<file path="src/rtl/synth_pkg.sv">
// Shared constants for the 12-key square-wave synthesizer: I2S slot sizes,
// default amplitude, note half-period table and the key priority encoder.
package synth_pkg;

    localparam int unsigned SAMPLE_W = 16;
    localparam int unsigned SLOT_W   = 32;
    localparam int unsigned BC_W     = $clog2(SLOT_W);
    localparam int unsigned NUM_KEYS = 12;
    localparam int unsigned HP_W     = 8;

    localparam logic signed [SAMPLE_W-1:0] DEFAULT_AMPLITUDE = 16'sd8192;

    // Half-period in 48 kHz frames for C4..B4, index 0 = key1.
    localparam logic [HP_W-1:0] NOTE_HP [NUM_KEYS] = '{
        8'd92, 8'd87, 8'd82, 8'd77, 8'd73, 8'd69,
        8'd65, 8'd61, 8'd58, 8'd55, 8'd51, 8'd49
    };

    typedef enum logic {
        POL_POS = 1'b0,
        POL_NEG = 1'b1
    } pol_e;

    // Lowest-numbered pressed key wins; no key pressed gives 0 (silence).
    function automatic logic [HP_W-1:0] note_half_period(input logic [NUM_KEYS-1:0] keys);
        logic [HP_W-1:0] hp;
        hp = '0;
        for (int i = int'(NUM_KEYS) - 1; i >= 0; i--) begin
            if (keys[i]) hp = NOTE_HP[i];
        end
        return hp;
    endfunction

endpackage

</file>
<file path="src/rtl/synth_i2s_tx.sv">
// I2S transmitter: bit-clock divider, slot/bit framing, word select and an
// MSB-first sample shifter with the standard one-bclk data delay.
module synth_i2s_tx
    import synth_pkg::*;
#(
    parameter int unsigned BCLK_DIV = 4
) (
    input  logic                master_clk,
    input  logic                reset,
    input  logic [SAMPLE_W-1:0] sample,
    output logic                frame_start_c,
    output logic                i2s_sd,
    output logic                i2s_ws,
    output logic                i2s_bclk,
    output logic [BC_W-1:0]     bit_counter
);

    localparam int unsigned DIV_W = $clog2(BCLK_DIV);
    localparam int unsigned HALF  = BCLK_DIV / 2;

    logic [DIV_W-1:0]    div_q;
    logic [DIV_W-1:0]    div_n;
    logic                fall_tick_c;
    logic                slot_end_c;
    logic                bclk_n;
    logic [SAMPLE_W-1:0] shreg_q;
    logic [SAMPLE_W-1:0] sample_q;

    // Divider wrap marks the bclk falling edge; all framing moves on it.
    always_comb begin
        fall_tick_c   = (div_q == DIV_W'(BCLK_DIV - 1));
        div_n         = fall_tick_c ? '0 : div_q + DIV_W'(1);
        bclk_n        = (div_n >= DIV_W'(HALF));
        slot_end_c    = fall_tick_c && (bit_counter == BC_W'(SLOT_W - 1));
        frame_start_c = slot_end_c && i2s_ws;
    end

    always_ff @(posedge master_clk) begin
        if (reset) begin
            div_q       <= '0;
            i2s_bclk    <= 1'b0;
            bit_counter <= '0;
            i2s_ws      <= 1'b0;
            i2s_sd      <= 1'b0;
            shreg_q     <= '0;
            sample_q    <= '0;
        end else begin
            div_q    <= div_n;
            i2s_bclk <= bclk_n;
            if (fall_tick_c) begin
                bit_counter <= bit_counter + BC_W'(1);
                if (slot_end_c) begin
                    // Slot boundary: ws flips now, the MSB follows one bclk later.
                    i2s_ws <= ~i2s_ws;
                    i2s_sd <= 1'b0;
                    if (frame_start_c) begin
                        shreg_q  <= sample;
                        sample_q <= sample;
                    end else begin
                        shreg_q  <= sample_q;
                    end
                end else if (bit_counter < BC_W'(SAMPLE_W)) begin
                    i2s_sd  <= shreg_q[SAMPLE_W-1];
                    shreg_q <= shreg_q << 1;
                end else begin
                    i2s_sd  <= 1'b0;
                end
            end
        end
    end

endmodule

</file>
<file path="src/rtl/synth.sv">
// 12-key monophonic square-wave synthesizer driving an I2S DAC.
// Define SYNTH_KEY_SYNC_EN to add a 2-flop synchronizer on every key input.
module synth
    import synth_pkg::*;
#(
    parameter logic signed [SAMPLE_W-1:0] AMPLITUDE = DEFAULT_AMPLITUDE,
    parameter int unsigned                BCLK_DIV  = 4
) (
    input  logic              master_clk,
    input  logic              reset,
    input  logic              synth_key1,
    input  logic              synth_key2,
    input  logic              synth_key3,
    input  logic              synth_key4,
    input  logic              synth_key5,
    input  logic              synth_key6,
    input  logic              synth_key7,
    input  logic              synth_key8,
    input  logic              synth_key9,
    input  logic              synth_key10,
    input  logic              synth_key11,
    input  logic              synth_key12,
    output logic              i2s_sd,
    output logic              i2s_ws,
    output logic              i2s_bclk,
    output logic [BC_W-1:0]   bit_counter,
    output logic [HP_W-1:0]   tone_half_period
);

    logic [NUM_KEYS-1:0] keys_raw;
    logic [NUM_KEYS-1:0] keys_c;

    assign keys_raw = {synth_key12, synth_key11, synth_key10, synth_key9,
                       synth_key8,  synth_key7,  synth_key6,  synth_key5,
                       synth_key4,  synth_key3,  synth_key2,  synth_key1};

`ifdef SYNTH_KEY_SYNC_EN
    logic [NUM_KEYS-1:0] sync1_q;
    logic [NUM_KEYS-1:0] sync2_q;

    always_ff @(posedge master_clk) begin
        if (reset) begin
            sync1_q <= '0;
            sync2_q <= '0;
        end else begin
            sync1_q <= keys_raw;
            sync2_q <= sync1_q;
        end
    end

    assign keys_c = sync2_q;
`else
    assign keys_c = keys_raw;
`endif

    logic                frame_start_c;
    logic [HP_W-1:0]     hp_n;
    logic [HP_W-1:0]     phase_q;
    logic [HP_W-1:0]     phase_n;
    pol_e                pol_q;
    pol_e                pol_n;
    logic [SAMPLE_W-1:0] sample_c;

    // Next oscillator state for this frame; a new note restarts at phase 0, +.
    always_comb begin
        hp_n    = note_half_period(keys_c);
        phase_n = '0;
        pol_n   = POL_POS;
        if ((hp_n == tone_half_period) && (tone_half_period != '0)) begin
            if (phase_q == tone_half_period - HP_W'(1)) begin
                phase_n = '0;
                pol_n   = (pol_q == POL_POS) ? POL_NEG : POL_POS;
            end else begin
                phase_n = phase_q + HP_W'(1);
                pol_n   = pol_q;
            end
        end
        if (hp_n == '0) begin
            sample_c = '0;
        end else if (pol_n == POL_POS) begin
            sample_c = SAMPLE_W'(AMPLITUDE);
        end else begin
            sample_c = SAMPLE_W'(-AMPLITUDE);
        end
    end

    always_ff @(posedge master_clk) begin
        if (reset) begin
            tone_half_period <= '0;
            phase_q          <= '0;
            pol_q            <= POL_POS;
        end else if (frame_start_c) begin
            tone_half_period <= hp_n;
            phase_q          <= phase_n;
            pol_q            <= pol_n;
        end
    end

    synth_i2s_tx #(
        .BCLK_DIV (BCLK_DIV)
    ) u_i2s_tx (
        .master_clk    (master_clk),
        .reset         (reset),
        .sample        (sample_c),
        .frame_start_c (frame_start_c),
        .i2s_sd        (i2s_sd),
        .i2s_ws        (i2s_ws),
        .i2s_bclk      (i2s_bclk),
        .bit_counter   (bit_counter)
    );

endmodule

</file>
<file path="config.mk">
export PLATFORM = sky130hd
export DESIGN_NAME = synth
export DESIGN_NICKNAME = d
export VERILOG_FILES = /design/src/rtl/synth_pkg.sv /design/src/rtl/synth_i2s_tx.sv /design/src/rtl/synth.sv
export SDC_FILE = /design/constraint.sdc
export NUM_CORES = 1
export LEC_CHECK = 0
export ABC_CLOCK_PERIOD_IN_PS = 2700
export BUFFER_PORTS_ARGS = -buffer_cell sky130_fd_sc_hd__buf_2
export CAP_MARGIN = 20
export CORE_ASPECT_RATIO = 0.6
export CORE_MARGIN = 5
export CORE_UTILIZATION = 43
export CTS_CLUSTER_SIZE = 28
export DETAILED_ROUTE_END_ITERATION = 10
export SKIP_CTS_REPAIR_TIMING = 1
export SYNTH_ARGS = -nofsm -noshare
export SYNTH_HDL_FRONTEND = slang
export SYNTH_SLANG_ARGS = --single-unit
</file>
<file path="constraint.sdc">
create_clock -name master_clk -period 2.7 [get_ports master_clk]
set_input_delay 0.54 -clock master_clk [delete_from_list [all_inputs] [get_ports master_clk]]
set_output_delay 0.54 -clock master_clk [all_outputs]
set_load 0.05 [all_outputs]
</file>
**Word-level counts from Yosys, hierarchy flattened**

Index checks and enable logic that the tools add are counted.

- $add $sub $neg: 4
- Order comparisons: 2
- Eq/ne operators: 4
- Muxes and demuxes: 25
- Bitwise gates (word level): 1
- Reductions and logical operators: 8

Operator list:

| kind | count |
|---|---|
| $mux 8 | 13 |
| $mux 16 | 5 |
| $eq 8x8->1 | 2 |
| $add 8x1->8 const B | 1 |
| $logic_not 8->1 | 1 |
| $reduce_bool 8->1 | 1 |
| $sub 8x1->8 const B | 1 |
| $mux 6 | 1 |
| $add 5x1->5 const B | 1 |
| $eq 5x5->1 const B | 1 |
| $lt 5x5->1 const B | 1 |
| $mux 1 | 5 |
| $reduce_and 2->1 | 2 |
| $logic_and 1x1->1 | 3 |
| $add 2x1->2 const B | 1 |
| $eq 2x2->1 const B | 1 |
| $ge 2x2->1 const B | 1 |
| $mux 2 | 1 |
| $reduce_bool 2->1 | 1 |
| $not 1->1 | 1 |

- Bits in registers: 59
- Input bits: 14
- Output and inout bits: 16
- Logic and storage cells: 54

**Depth between registers and ports, before layout**

Gate-level depths: netlist of the first run.

- Word-level depth: 19
- Mapped depth: 11
- Mapped depth without buffers: 9

**Modules after synthesis**

Synthesis of the first run repeated with hierarchy kept, for this count alone.

- Cell total of the unflattened synthesis: 402
- Area total of the unflattened synthesis: 3340.7 um^2

By module, submodules not included:

| module | instances | cells an instance | area an instance (um^2) | sequential area each (um^2) |
|---|---|---|---|---|
| synth_i2s_tx | 1 | 218 | 1961.9 | 820.8 |
| synth | 1 | 184 | 1378.8 | 320.3 |

**Worst setup path after synthesis of the first run**

No wires, ideal clock.

- Path kind: register to register
- Start point: reg tone_half_period[0]
- End point: reg pol_q
- Setup time: 75 ps
- Arrival time: 2659 ps
- Data required time: 2625 ps
- Slack: -34 ps
- Cell stages (with the launch flop): 9
- Buffers on the path: 0
- Clock period less this slack: 2734 ps
- Cell sequence: dfxtp_1 > inv_1 > ha_1 > xnor2_1 > or3_1 > a221oi_1 > nand3_1 > or4b_1 > o22ai_1

- Cells in the longest elaborated chain, start to end: 4
- Elaborated cells on any way between the ends: 7
- Those cells by class: 1 x add/sub; 2 x eq/ne; 2 x mux; 2 x reduce/logical

RTL lines:

| what | RTL line | RTL |
|---|---|---|
| start, declared | synth.sv:27 | `output logic [HP_W-1:0] tone_half_period` |
| start signal, assigned | synth.sv:93 | `tone_half_period <= hp_n;` |
| $sub 8x1->8 | synth.sv:70 | `if (phase_q == tone_half_period - HP_W'(1)) begin` |
| $eq 8x8->1 | synth.sv:70 |  |
| $mux 1 | synth.sv:70 |  |
| $mux 1 (*) | synth.sv:69 | `if ((hp_n == tone_half_period) && (tone_half_period != '0)) begin` |
| end signal, assigned | synth.sv:95 | `pol_q <= pol_n;` |
| end, declared | synth.sv:60 | `pol_e pol_q;` |

Every way passes the cells marked *; elsewhere a longest branch is shown, timed or not.
A chain may end at the register's enable or synchronous reset.

**Worst setup path in the final report of the first run**

Ends and elaborated chain as after synthesis.

==> results of run 1 <==
==> cell usage after synthesis, drive strengths merged (7+ instances only) <==
cell type  number  area [um2]
a211oi         15         113
nor2           45         169
xnor2           7        61.3
and2           13        81.3
a21oi          15        75.1
nand3          13        65.1
nor3           32         160
inv             7        26.3
nand2          23        86.3
dfxtp          57        1140
o21ai           7        35.0
nor3b          16         120
clkbuf         23        86.3
==> final cells by class <==
class	count	area, um2
fillers	636	3190
repair buffers	50	318
clock inverters	3	40.0
inverters	7	26.3
flip-flops and latches	57	1140
well taps	87	109
clock buffers	12	155
multi-input cells	266	1610
==> metrics by stage <==
step,total power (uW),util
after floorplan,981,-
after global routing,1890,0.516
after detailed placement,1030,0.486
final,1810,0.516
after CTS,1830,0.515
after global placement,1030,0.486
==> worst max-delay path by stage <==
stage	start	end	slack, ps	depth (start not counted)
after floorplan	tone_half_period[1]	pol_q	40	8
after global placement	synth_key4	pol_q	10	8
after detailed placement	synth_key4	pol_q	-60	8
after CTS	tone_half_period[0]	pol_q	140	9
after global routing	tone_half_period[0]	pol_q	20	9
final	tone_half_period[0]	pol_q	190	9
==> metal layers <==
metal | global-route usage | part of all wire | vias to the layer above
met5 | 0 | 0 | -
met4 | 0.0489 | 0.0084 | 0
met1 | 0.285 | 0.54 | 1266
met2 | 0.228 | 0.38 | 79
li1 | - | - | 1343
met3 | 0.0551 | 0.066 | 8
==> kinds of logic after synthesis <==
kind of cell	synth area share
AO/OA/AOI/OAI	0.159
XOR/XNOR	0.0394
adder cells (fa/ha/maj)	0.0260
buffers and inverters	0.0485
flip-flops	0.395
multiplexers	0.0212
other	0.00130
AND/OR/NAND/NOR	0.309
==> power by group through the flow <==
stage / clock (uW) / combinational [uW] / sequential, uW
2_1_floorplan: 0 / 80.5 / 900
3_3_place_gp: 0 / 140 / 889
3_5_place_dp: 0 / 142 / 890
4_1_cts: 819 / 142 / 872
5_1_grt: 862 / 158 / 873
6_report: 800 / 142 / 872
==> registers in the layout (all words and copies together) (netlist names) <==
| name | cells |
|---|---|
| phase_q | 8 |
| pol_q | 1 |
| tone_half_period | 7 |
| u_i2s_tx.bit_counter | 5 |
| u_i2s_tx.div_q | 2 |
| u_i2s_tx.i2s_sd | 1 |
| u_i2s_tx.i2s_ws | 1 |
| u_i2s_tx.sample_q | 16 |
| u_i2s_tx.shreg_q | 16 |
==> results.cfg, run 1 <==
[status]
status = completed

[timing]
min_period_ps = 2510
fmax_mhz = 398
rsz0062_at_grt = no
setup_viol = 0
fin_skew_ps = 8.22
whs_ps = 433
worst_slew_pin_slew_ps = 864
hold_viol_final = 0
slew_headroom = 0.422
tns_ps = 0
worst_slack_ps = 187
slew_viol_final = 0
finalCritPeriodShare = 0.931

[finish]
nets = 411
final_cell_mix = dfxtp_1 (56), nor2_1 (45), nor3_1 (32)
area_delta_synth_final_pct = 17.7
final_common_cell = dfxtp_1
layout-drive-gt1-share = 0.177
diodes = 0
fin_cells = 482
final_area_um2 = 3400

[floorplan]
die-area_um2 = 8510
rows = 23
die_y_um = 73.5
die_w_um = 116
initial_core_util = 0.438
core_area_um2 = 6590
ios = 30

[route]
wire_per_inst_um = 14.8
drt_iter0_drc = 223
ant_nets = 0
vias = 2696
dr.pass1.iters = 5
vias_per_cell = 5.59
drc = 0
finalWirelength_mm = 7.16

[synthesis]
synth-edff-count = 0
ys_ff_latch = 57
async_reset_ff_frac = 0
syn_area_um2 = 2890
yosysSeqAreaShare = 0.395
syn_inst = 358
syn_avg_cell_area_um2 = 8.06
yosys_warnings = 0
syn_nets = 378
synth_cell_types = 47
synth_flop_cell = dfxtp_1

[placed_design]
post-place-ws_ps = -62.6
place_area_um2 = 3200
io_buffers = 28
place.gp.congestion = 0.815
dp_hpwl_mm = 5.06
dp_cells = 467

[pwr]
power_density_nw_per_um2 = 534
combPwrFrac = 0.078
seqPwrFrac = 0.481
internal-power_uw = 1380
cellLeakagePower_uw = 0.00124
switchingPower_uw = 431
pwr-share-clk = 0.441
max-vdd-ir-drop_mv = 0.340
switching_share = 0.238

[setup_path]
reg2reg_from = tone_half_period[0]
critPathLaunchType = flop
critical_path_required_ps = 2970
cpMaxStageDelayCell = or4b_1
worstSetupPathType = flop to flop
reg2reg_depth = 9
path_cells = inv_1 > ha_1 > nor2b_2 > a31oi_1 > or3_1 > a221oi_1 > nand3_1 > or4b_1 > o22ai_1
cp_max_fo = 4
crit_arrival_ps = 2780
worst-path-buf-inv = 1
cp_top_family = simple AND/OR/NAND/NOR gates
slowest_delay_ps = 520
end_kind = flop
r2r_setup_slack_ps = 190
reg2reg_to = pol_q

[grt]
antenna_found_initial = 0
track_usage = 0.180
grt_start_max_net_pins = 45
overflow = 0
first_global_vias = 2383
grt_pass1_wl_mm = 11.9

[run]
maxCapViolations = 0

[clocking]
worstSkewPairLatency_ps = 340
clockBufferDepth = 2
path_clk_slew_ps = 70
cts_max_level = 3
cts_tree = yes
clock_sinks = 57
cts-root-buf = clkbuf_8
cts_buffers = 9

[min_path]
min_from = u_i2s_tx.div_q[0]
hold_class = flop to flop
holdPathStages = 1
worstHoldEndpoint = u_i2s_tx.div_q[0]
No activity file was read; power rests on OpenSTA's default activity.
==> run 2, diff against run 1 <==
Settings changed: SETUP_SLACK_MARGIN set to 0.2.
==> results.cfg, run 2 (synthesis results as in run 1) <==
[status]
status = completed

[pwr]
cellLeakagePower_uw = 0.00125
switching_share = 0.235
total_power_uw = 1780
combPwrFrac = 0.079
max-vdd-ir-drop_mv = 0.290
internal-power_uw = 1360
switchingPower_uw = 419
pwr-share-clk = 0.432
power_density_nw_per_um2 = 520
seqPwrFrac = 0.488

[floorplan]
core_area_um2 = 6590
die_y_um = 73.5
die_w_um = 116
die-area_um2 = 8510
ios = 30
initial_core_util = 0.438
rows = 23

[timing]
whs_ps = 442
slew_headroom = 0.657
setup_viol = 0
tns_ps = 0
slew_viol_final = 0
fin_skew_ps = 3.78
min_period_ps = 2440
rsz0062_at_grt = yes
worst_slew_pin_slew_ps = 514
hold_viol_final = 0
finalCritPeriodShare = 0.904
fmax_mhz = 410

[setup_path]
slowest_delay_ps = 550
cp_max_fo = 3
critical_path_required_ps = 2960
worstSetupPathType = input pin to flop
path_cells = buf_2 > or4_4 > nor4_1 > a221o_1 > nand2_1 > and4b_1 > or4b_1 > o22ai_1
critPathLaunchType = input pin
crit_arrival_ps = 2710
cpMaxStageDelayCell = or4_4
reg2reg_from = tone_half_period[1]
startpoint = synth_key4
end_kind = flop

[clocking]
cts_max_level = 3
cts_tree = yes
cts_buffers = 9
cts-root-buf = clkbuf_8
clock_sinks = 57
worstSkewPairLatency_ps = 330
path_clk_slew_ps = 60
clockBufferDepth = 2

[grt]
grt_pass1_wl_mm = 11.7
antenna_found_initial = 0
first_global_vias = 2310
grt_start_max_net_pins = 45
overflow = 0
track_usage = 0.179

[finish]
regArea_um2 = 1150
final_common_cell = dfxtp_1
nets = 413
top_regs = u_i2s_tx.sample_q (16), u_i2s_tx.shreg_q (16), phase_q (8)
fin_cells = 485
area_delta_synth_final_pct = 18.6
layout-drive-gt1-share = 0.191
nFillCells = 621
final_cell_mix = dfxtp_1 (55), nor2_1 (44), nor3_1 (32)
diodes = 0
multiInputGateArea_um2 = 1630
fin_util = 0.520

[min_path]
min_from = u_i2s_tx.div_q[0]
hold_class = flop to flop

[run]
maxCapViolations = 0

[route]
drc = 0
drt_iter0_drc = 163
wire_per_inst_um = 14.6
vias_per_cell = 5.41
vias = 2623
dr.pass1.iters = 5
ant_nets = 0
finalWirelength_mm = 7.07

[placed_design]
io_buffers = 28
place.gp.congestion = 0.886
dp_hpwl_mm = 5.00
dp_cells = 468
-- run 2: stage by stage --
stage	cell area [um2]	setup WS, ps
global placement	3200	13.3
CTS	3390	84.7
floorplan	2890	77.7
detailed placement	3200	-53.8
finish	3420	259
global route	3420	167
-- run 2: final timing paths --
check / end / slack, ps / cells after the start
worst min register to register: u_i2s_tx.div_q[0] / 440 / 1
worst min-delay path: u_i2s_tx.div_q[0] / 440 / 1
worst max-delay path: pol_q / 260 / 8
worst max register to register: pol_q / 270 / 8
-- run 2: cell type report --
class / count / share of cell area
timing repair buffer: 52 / 0.0935
tap: 87 / 0.0318
inverter: 7 / 0.00767
sequential: 57 / 0.335
multi-input combinational: 266 / 0.477
clock inverter: 3 / 0.0117
clock buffer: 13 / 0.0435
-- run 2: power groups by stage --
stage                     logic (uW)  registers [uW]  clock network, uW
after floorplan                 80.5             900                  0
after global placement           139             890                  0
after detailed placement         141             890                  0
after CTS                        141             872                797
after global routing             157             873                832
final                            141             871                771
-- run 2: layer usage --
metal	share of wire	vias to the layer above	GRT usage
li1	-	1348	-
met5	0	-	0
met1	0.55	1202	0.284
met3	0.060	7	0.0543
met2	0.38	66	0.222
met4	0.0089	0	0.0579
-- run 2: critical path: cells and delay by family --
kind                   cells  cell delay [ps]
AND/OR/NAND/NOR            5             1690
AO/OA/AOI/OAI              2              360
buffers and inverters      1              120
==> run 3, diff against run 2 <==
Settings changed: ABC_AREA set to 1, CORE_UTILIZATION 43 to 45, PLACE_DENSITY set to 0.66.
==> results.cfg, run 3 <==
[setup_path]
path_cells = ha_1 > nand2_1 > nor2_1 > ha_1 > nand2_2 > nor2_1 > inv_1 > nor2_4 > inv_1 > a21oi_1 > nand2_2 > a21oi_1
critical_path_required_ps = 2980
critPathLaunchType = flop
crit_arrival_ps = 2480
reg2reg_depth = 12
cp_top_family = simple AND/OR/NAND/NOR gates
worst-path-buf-inv = 2
startpoint = u_i2s_tx.bit_counter[1]
end_kind = flop
worstSetupPathType = flop to flop
cpMaxStageDelayCell = dfxtp_1
reg2reg_from = u_i2s_tx.bit_counter[1]
cp_max_fo = 6
path_depth = 12
slowest_delay_ps = 390

[finish]
nets = 448
final_area_um2 = 3240
layout-drive-gt1-share = 0.169
area_delta_synth_final_pct = 17.1
final_common_cell = nand2_1
final_cell_mix = nand2_1 (87), inv_1 (58), dfxtp_1 (57)
top_regs = u_i2s_tx.sample_q (16), u_i2s_tx.shreg_q (16), phase_q (8)
fin_util = 0.535
diodes = 0

[placed_design]
place_area_um2 = 3030
dp_hpwl_mm = 4.84
place.gp.congestion = 0.854
io_buffers = 28

[pwr]
switchingPower_uw = 431
pwr-share-clk = 0.449
power_density_nw_per_um2 = 567
internal-power_uw = 1410
switching_share = 0.235
seqPwrFrac = 0.476
combPwrFrac = 0.075
max-vdd-ir-drop_mv = 0.241
cellLeakagePower_uw = 0.00145

[synthesis]
synth_common_cells = nand2_1 (88), inv_1 (58), dfxtp_1 (57)
synth_flop_cell = dfxtp_1
syn_nets = 413
synth_top_family_by_area = simple AND/OR/NAND/NOR gates
syn_avg_cell_area_um2 = 7.05
syn_area_um2 = 2770
synth_adder_area_share = 0.0271
synth.mux.area_fraction = 0
synth.area.top_cells = dfxtp_1 (41%), nand2_1 (12%), inv_1 (7.9%)
yosysSeqAreaShare = 0.412
post-synth-top-count-cell = nand2_1
syn_inst = 393
synth_top_area_cell = dfxtp_1
synth_cell_types = 30
synth-compound-area-share = 0.153
ys_ff_latch = 57
yosys_warnings = 0
synth-xor-area-share = 0.0316
synthSimpleGateAreaFrac = 0.276
async_reset_ff_frac = 0
synth_top_area_frac = 0.412
synth-edff-count = 0

[clocking]
cts_buffers = 9
worstSkewPairLatency_ps = 340
cts-root-buf = clkbuf_8
clock_sinks = 57
cts_tree = yes
cts_max_level = 3
clockBufferDepth = 2
path_clk_slew_ps = 60

[route]
route.met2.wl_mm = 2.46
ant_nets = 0
drt_iter0_drc = 176
dr.pass1.iters = 6
met1Wirelength_mm = 3.43
top_layer = met4
finalWirelength_mm = 6.42
wire_per_inst_um = 12.4
dr_wl_met3_um = 467
drc = 0
vias = 2512
vias_per_cell = 4.86

[grt]
track_usage = 0.166
antenna_found_initial = 0
overflow = 0
grt_pass1_wl_mm = 10.5
grt_start_max_net_pins = 19
first_global_vias = 2186

[status]
status = completed

[floorplan]
rows = 22
initial_core_util = 0.457
core_area_um2 = 6060
ios = 30
die_y_um = 70.8
die-area_um2 = 7870
die_w_um = 111

[timing]
finalCritPeriodShare = 0.817
rsz0062_at_grt = no
fmax_mhz = 453
slew_headroom = 0.661
hold_viol_final = 0
setup_viol = 0
tns_ps = 0
min_period_ps = 2210
worst_slew_pin_slew_ps = 503
slew_viol_final = 0
fin_skew_ps = 7.59

[min_path]
hold_class = flop to flop
min_from = u_i2s_tx.sample_q[7]
holdPathStages = 2

[run]
maxCapViolations = 0
==> run 3: changes by cell type in the layout (fill, tap and decap cells not counted), moves of 18 or more <==
cell	previous run	this run
inv_1	6	58
nand2_1	23	87
a21oi_1	15	33
buf_4	24	5
nor3_1	32	5
o21ai_0	7	26
==> run 3: final cells by class <==
class | instances | area, um2
clock buffer | 14 | 173
clock inverter | 2 | 35.0
fill | 605 | 2810
inverter | 61 | 229
multi-input combinational | 265 | 1360
sequential | 57 | 1140
tap | 84 | 105
timing repair buffer | 34 | 198
==> run 3: path summary, 6_finish.rpt <==
kind	end	slack [ps]
worst max-delay path	phase_q[0]	490
worst min-delay path	u_i2s_tx.sample_q[7]	430
worst max register to register	phase_q[0]	490
worst min register to register	u_i2s_tx.sample_q[7]	430
==> run 3: logic make-up after synthesis <==
kind of cell / after synthesis
other: 1
AOI/OAI and AO/OA: 77
adders and majority gates: 6
xor gates and xnor gates: 10
DFF: 57
and+or+nand+nor: 171
buffers and inverters: 71
==> run 3: metrics by stage <==
stage               power (uW)  setup WS (ps)  hold slack (ps)  instances
CTS                       1850            361              428        517
detailed placement        1030            382              418        501
global placement          1030            429              410        501
global route              1910            261              446        517
finish                    1840            493              425        517
floorplan                  986            449              402        393
==> run 3: routing by layer <==
metal	up-vias	track usage
met5	-	0
met4	0	0.0486
met3	6	0.0632
met2	55	0.216
met1	1124	0.250
li1	1327	-
==> run 3: worst reg2reg max path, stage by stage (launching register included) <==
cell and delay [ps]:
dfxtp_1 390, ha_1 200, nand2_1 60, nor2_1 110, ha_1 220, nand2_2 70
nor2_1 170, inv_1 130, nor2_4 200, inv_1 120, a21oi_1 230, nand2_2 120
a21oi_1 120
==> run 3: power groups by stage <==
stage               clock [uW]  sequential (uW)  combinational (uW)
floorplan                    0              909                76.9
global placement             0              894                 132
detailed placement           0              893                 135
CTS                        839              875                 136
global route               883              877                 152
finish                     825              876                 137
